[src/rtl/seq_mult_writer.sv]
// Sequential 8x8 multiplier that writes its 16-bit product into the product register.
// Define MULT_SIGNED_EN for two's-complement operands (radix-2 Booth); default is unsigned shift-add.
module seq_mult_writer #(
    parameter int unsigned OPW    = 8,
    parameter int unsigned ITER_W = 4
) (
    input  logic               clk,
    input  logic               reset,
    input  logic               start,
    input  logic [OPW-1:0]     opA,
    input  logic [OPW-1:0]     opB,
    output logic               busy,
    output logic               done,
    output logic               regWrite,
    output logic               decOut1b,
    output logic [2*OPW-1:0]   writeData
);

    typedef enum logic [1:0] {StIdle, StRun, StWrite} stateT;

    stateT             state;
    logic [OPW-1:0]    mcand;
    logic [OPW-1:0]    mplier;
    logic [2*OPW-1:0]  acc;
    logic [ITER_W-1:0] iter;
    logic [OPW:0]      hiSum;
    logic [2*OPW-1:0]  accNext;
`ifdef MULT_SIGNED_EN
    logic              prevBit;
`endif

    // Upper half is widened by one bit so the carry (or Booth sign) survives the shift.
    always_comb begin
`ifdef MULT_SIGNED_EN
        hiSum = {acc[2*OPW-1], acc[2*OPW-1:OPW]};
        case ({mplier[0], prevBit})
            2'b01:   hiSum = hiSum + {mcand[OPW-1], mcand};
            2'b10:   hiSum = hiSum - {mcand[OPW-1], mcand};
            default: hiSum = {acc[2*OPW-1], acc[2*OPW-1:OPW]};
        endcase
`else
        hiSum = {1'b0, acc[2*OPW-1:OPW]};
        if (mplier[0]) begin
            hiSum = hiSum + {1'b0, mcand};
        end
`endif
        accNext = {hiSum, acc[OPW-1:1]};
    end

    always_ff @(posedge clk or posedge reset) begin
        if (reset) begin
            state     <= StIdle;
            mcand     <= '0;
            mplier    <= '0;
            acc       <= '0;
            iter      <= '0;
            busy      <= 1'b0;
            done      <= 1'b0;
            regWrite  <= 1'b0;
            decOut1b  <= 1'b0;
            writeData <= '0;
`ifdef MULT_SIGNED_EN
            prevBit   <= 1'b0;
`endif
        end else begin
            done     <= 1'b0;
            regWrite <= 1'b0;
            decOut1b <= 1'b0;
            case (state)
                StIdle: begin
                    if (start) begin
                        mcand <= opA;
                        mplier <= opB;
                        acc   <= '0;
                        iter  <= '0;
                        busy  <= 1'b1;
                        state <= StRun;
`ifdef MULT_SIGNED_EN
                        prevBit <= 1'b0;
`endif
                    end
                end
                StRun: begin
                    acc    <= accNext;
                    mplier <= mplier >> 1;
                    iter   <= iter + 1'b1;
`ifdef MULT_SIGNED_EN
                    prevBit <= mplier[0];
`endif
                    if (iter == ITER_W'(OPW - 1)) begin
                        state     <= StWrite;
                        writeData <= accNext;
                        regWrite  <= 1'b1;
                        decOut1b  <= 1'b1;
                    end
                end
                StWrite: begin
                    state <= StIdle;
                    busy  <= 1'b0;
                    done  <= 1'b1;
                end
                default: begin
                    state <= StIdle;
                    busy  <= 1'b0;
                end
            endcase
        end
    end

endmodule

[config.mk]
export PLATFORM = sky130hd
export DESIGN_NAME = seq_mult_writer
export DESIGN_NICKNAME = d
export VERILOG_FILES = /design/src/rtl/seq_mult_writer.sv
export SDC_FILE = /design/constraint.sdc
export NUM_CORES = 1
export LEC_CHECK = 0
export ABC_AREA = 1
export BUFFER_PORTS_ARGS = -buffer_cell sky130_fd_sc_hd__buf_2
export CORE_UTILIZATION = 35
export CTS_CLUSTER_DIAMETER = 80
export DETAILED_ROUTE_END_ITERATION = 16
export SLEW_MARGIN = 20
export SYNTH_ARGS = -nofsm -noshare
export SYNTH_HDL_FRONTEND = slang
export SYNTH_SLANG_ARGS = --single-unit
[constraint.sdc]
create_clock -name clk -period 3.7 [get_ports clk]
set_input_delay 0.74 -clock clk [delete_from_list [all_inputs] [get_ports clk]]
set_output_delay 0.74 -clock clk [all_outputs]
set_load 0.005 [all_outputs]
After elaboration in Yosys (flattened, before gate mapping)
Cells that the tools add are included.

Flip-flop bits (word level): 57. Input bits: 19. Memories: 0. Bits in latches: 0. Output and inout port bits: 20. RAM bits: 0. Logic and storage cells: 39. Memory bits (read-only): 0.

Multiply operators: 0. Reduce and logical (&&, ||, !) cells: 7. Divide/modulo/power cells: 0. Equality and inequality tests: 5. Shift operators: 0. Bitwise logic cells: 1. $lt $le $gt $ge: 0. Multiplexer cells: 15. Add/subtract/negate cells: 2.

Operators by type and width (number): $pmux W16 S2 (1); $mux W16 (1); $pmux W8 S2 (1); $reduce_and A2 Y1 (5); $add A8 B8 Y9 (1); $mux W9 (1); $mux W8 (1); $pmux W4 S2 (1); $add A4 B1 Y4 const B (1); $eq A4 B3 Y1 const B (1); $mux W1 (4); $mux W2 (2); $mux W4 (1); $ne A2 B2 Y1 const B (2); $pmux W2 S2 (1); $eq A2 B1 Y1 const B (1); $eq A2 B2 Y1 const B (1); $logic_not A2 Y1 (1); $pmux W1 S2 (1); $reduce_bool A2 Y1 (1); $not A1 Y1 (1).

Longest topological paths before layout
Depth after elaboration: 3. Mapped depth: 10. Mapped depth without buffers: 10.

Worst setup path after synthesis
OpenSTA, ideal clock, no wires.

Path kind: reg2reg. Start point: reg mcand[0]. End point: reg acc[13]. Cell stages (with the launch flop): 11. Buffers on the path: 0. Slack: 2.079 ns. Data required time: 3.583 ns. Library setup time: 0.117 ns. Arrival: 1.504 ns. Period minus slack after synthesis: 1.621 ns. Cells stage by stage: dfrtp_1 ha_1 fa_1 nand2_1 nand3_1 nand3_1 nand2_1 nand2_1 nand3_1 nand3_1 nand2_1.

Longest elaborated chain between the ends: 3.

RTL lines: from (decl) (RTL line 22) `logic [OPW-1:0] mcand;`; from (signal assigned) (RTL line 72) `mcand <= opA;`; $add A8 B8 Y9 (RTL line 44) `hiSum = hiSum + {1'b0, mcand};`; $mux W9 (RTL line 43) `if (mplier[0]) begin`; $pmux W16 S2 (RTL line 69) `case (state)`; to (signal assigned) (RTL line 84) `acc <= accNext;`; to (decl) (RTL line 24) `logic [2*OPW-1:0] acc;`.

Every way passes these cells. A chain may end at the register's enable or synchronous reset.

Worst setup path after layout
Same ends and word-level chain as after synthesis.

==> results.ini <==
[detailed_routing]
ant_nets = 0
drt_iter0_drc = 90
vias = 1931
wl_per_cell_um = 12.1
drc_errors = 0
vias_per_cell = 4.68
routed_wl_mm = 4.99
firstDrtPassIters = 4

[placement]
port_buffers = 38
dp_hpwl_mm = 3.52
gp_congestion = 0.760

[critical_path]
crit_family = simple AND/OR/NAND/NOR gates
path_cells = ha_1 > fa_1 > nand2_1 > nand3_1 > nand3_1 > nand2_1 > nand2_1 > nand3_1 > nand3_1 > nand2_1
cp.arrival_ps = 2000
critical-path-slowest-cell = fa_1
endpoint_kind = flip-flop
crit_fanout = 3
cp_num_buf_inv = 0
critical_path_required_ps = 3920
critPathMaxStageDelay_ps = 400
critPathLaunchType = flip-flop
critPathKind = reg -> reg

[cells_and_area]
multi_input_area_um2 = 1020
fillCellCount = 787
layout.nets = 342
area_growth_pct = 12.6
register_area_um2 = 1400
n_antenna_cell = 0
drive_gt1_share_pct = 21.3
final_util_pct = 41.0

[floorplan]
die_h_um = 89.1
core_um2 = 7290
dieArea_um2 = 7930
num_rows = 31
start_util_pct = 36.4
ioPinCount = 39
die_width_um = 89.1

[global_routing]
track_usage_pct = 14.4
grt_pass1_vias = 1900
overflow = 0
grt_pass1_wl_mm = 8.75
antenna_found_initial = 0
grt_max_degree = 39

[timing]
tightest_slew_ps = 807
whs_ps = 487
setup_violations = 0
grt_setup_unrepaired = no
skew_ps = 14.2
drv_slew = 0
max_freq_mhz = 560
layout_min_cycle_time_ps = 1790
slew_headroom_pct = 46.1
period_share_pct = 48.3
finalSetupTns_ps = 0
final-hold-violation-count = 0

[clock_network]
cts_resized = 0
tritoncts = built
cts.sinks = 56
root_buffer = clkbuf_8
cts_made_buffers = 5
clk_latency_ps = 310
cts.path.max_buffers = 2
post_cts_buffers = 0
cts.reportedPaths.clkPinSlew_ps = 110
ctsHoldBuffers = 0
htreeDepth = 2

[outcome]
status = completed

[power_and_ir_drop]
p_per_area_nw_per_um2 = 840
vdd_drop_max_uv = 228
leakage_nw = 1.55

[logic_synthesis]
synthMuxAreaShare_pct = 3.96
postSynthCellCount = 277
avgSynthCellArea_um2 = 9.58
ys_seq_elements = 56
synth-xor-area-share_pct = 0.660
synth_compound_gate_area_share_pct = 9.86
synthSimpleGateAreaFrac_pct = 18.8
ys_seq_area_share_pct = 52.8
synth_warnings = 0
syn_area_um2 = 2650
synth_cell_types = 32
synthAdderAreaFrac_pct = 5.00
synth_top_family_by_area = simple AND/OR/NAND/NOR gates
syn_nets = 306

[worst_hold_path]
hold_class = reg -> reg

[flow_run]
max_cap_viol_count = 0

-- worst reg2reg max path: cells and delay by family, from the launching register on --
kind,cells,cell delay (ps)
fa+ha+maj,2,630
flops,1,390
simple gates,8,680
-- final cells by class --
cell class | instances | share of cell area [%]
inverter | 39 | 5.11
multi-input combinational | 172 | 34.0
tap | 99 | 4.15
clock inverter | 3 | 0.880
sequential | 56 | 46.9
timing repair buffer | 39 | 6.62
clock buffer | 5 | 2.30
-- worst paths after layout --
kind	slack, ps	endpoint	depth (start not counted)	startpoint
worst max-delay path	1910	acc[13]$_DFFE_PP0P_	10	mcand[0]$_DFFE_PP0P_
worst min-delay path	490	writeData[6]$_DFFE_PP0P_	2	writeData[6]$_DFFE_PP0P_
worst max register to register	1910	acc[13]$_DFFE_PP0P_	10	mcand[0]$_DFFE_PP0P_
worst min register to register	490	writeData[6]$_DFFE_PP0P_	2	writeData[6]$_DFFE_PP0P_
max in group asynchronous	2370	writeData[11]$_DFFE_PP0P_	3	reset
min in group asynchronous	570	iter[1]$_DFFE_PP0P_	2	reset
-- synthesized netlist by cell type, drive strengths merged --
master	n	area, µm²
buf	9	78.8
nand3	24	133
nand3b	2	15.0
o21ai	23	115
mux2	8	105
or2	4	25.0
fa	1	20.0
o22ai	9	56.3
clkbuf	1	3.75
clkinv	1	5.00
nor2	6	22.5
nand4	3	18.8
xnor2	1	8.76
a21oi	4	20.0
o221ai	7	61.3
inv	38	148
nand2	69	285
dfrtp	56	1400
a22o	1	8.76
ha	9	113
xor2	1	8.76
-- where the power goes --
part           internal [mW]  switching [mW]  total, mW
Clock                  0.138           0.214      0.352
Combinational          0.482           0.642       1.12
Sequential             0.869           0.163       1.03
-- registers in the layout (all words and copies together), names as in the netlist --
name / cells
busy: 1
iter: 4
mplier: 8
writeData: 16
state: 2
decOut1b: 1
done: 1
acc: 15
mcand: 8
-- metrics by stage --
step,cell area [µm²],power [mW],cells,worst slack [ps]
final,2990,2.51,413,1910
after global routing,2990,2.78,413,1710
after CTS,2990,2.55,413,1910
after detailed placement,2890,2.19,405,1910
after global placement,2890,2.17,405,1950
after floorplan,2650,1.92,277,1590
-- cells by family (layout without fill, tap and decap cells) --
family          after synthesis  in the layout
mux                           8              8
xor+xnor                      2              2
simple gates                108            108
compound gates               44             44
buf+inv                      49             86
flops                        56             56
fa+ha+maj                    10             10
-- cell usage in the layout, fill, tap and decap left out, types with 4 or more instances in the layout --
cell / Yosys / final
nand2_1: 66 / 66
dfrtp_1: 56 / 56
buf_2: 3 / 38
inv_1: 35 / 34
nand3_1: 23 / 23
o21ai_0: 18 / 18
o22ai_1: 9 / 9
ha_1: 9 / 9
o221ai_1: 7 / 7
nor2_1: 6 / 6
o21ai_1: 5 / 5
clkbuf_8: 0 / 5
a21oi_1: 4 / 4
mux2_4: 4 / 4
mux2_2: 4 / 4
-- metal layers --
layer | track usage [%] | vias to the layer above | share of wire (%)
li1 | - | 982 | -
met1 | 19.7 | 911 | 51
met2 | 23.4 | 33 | 45
met3 | 2.77 | 5 | 3.1
met4 | 3.90 | 0 | 1.2
met5 | 0 | - | 0
Power figures use the tool's default switching activity.
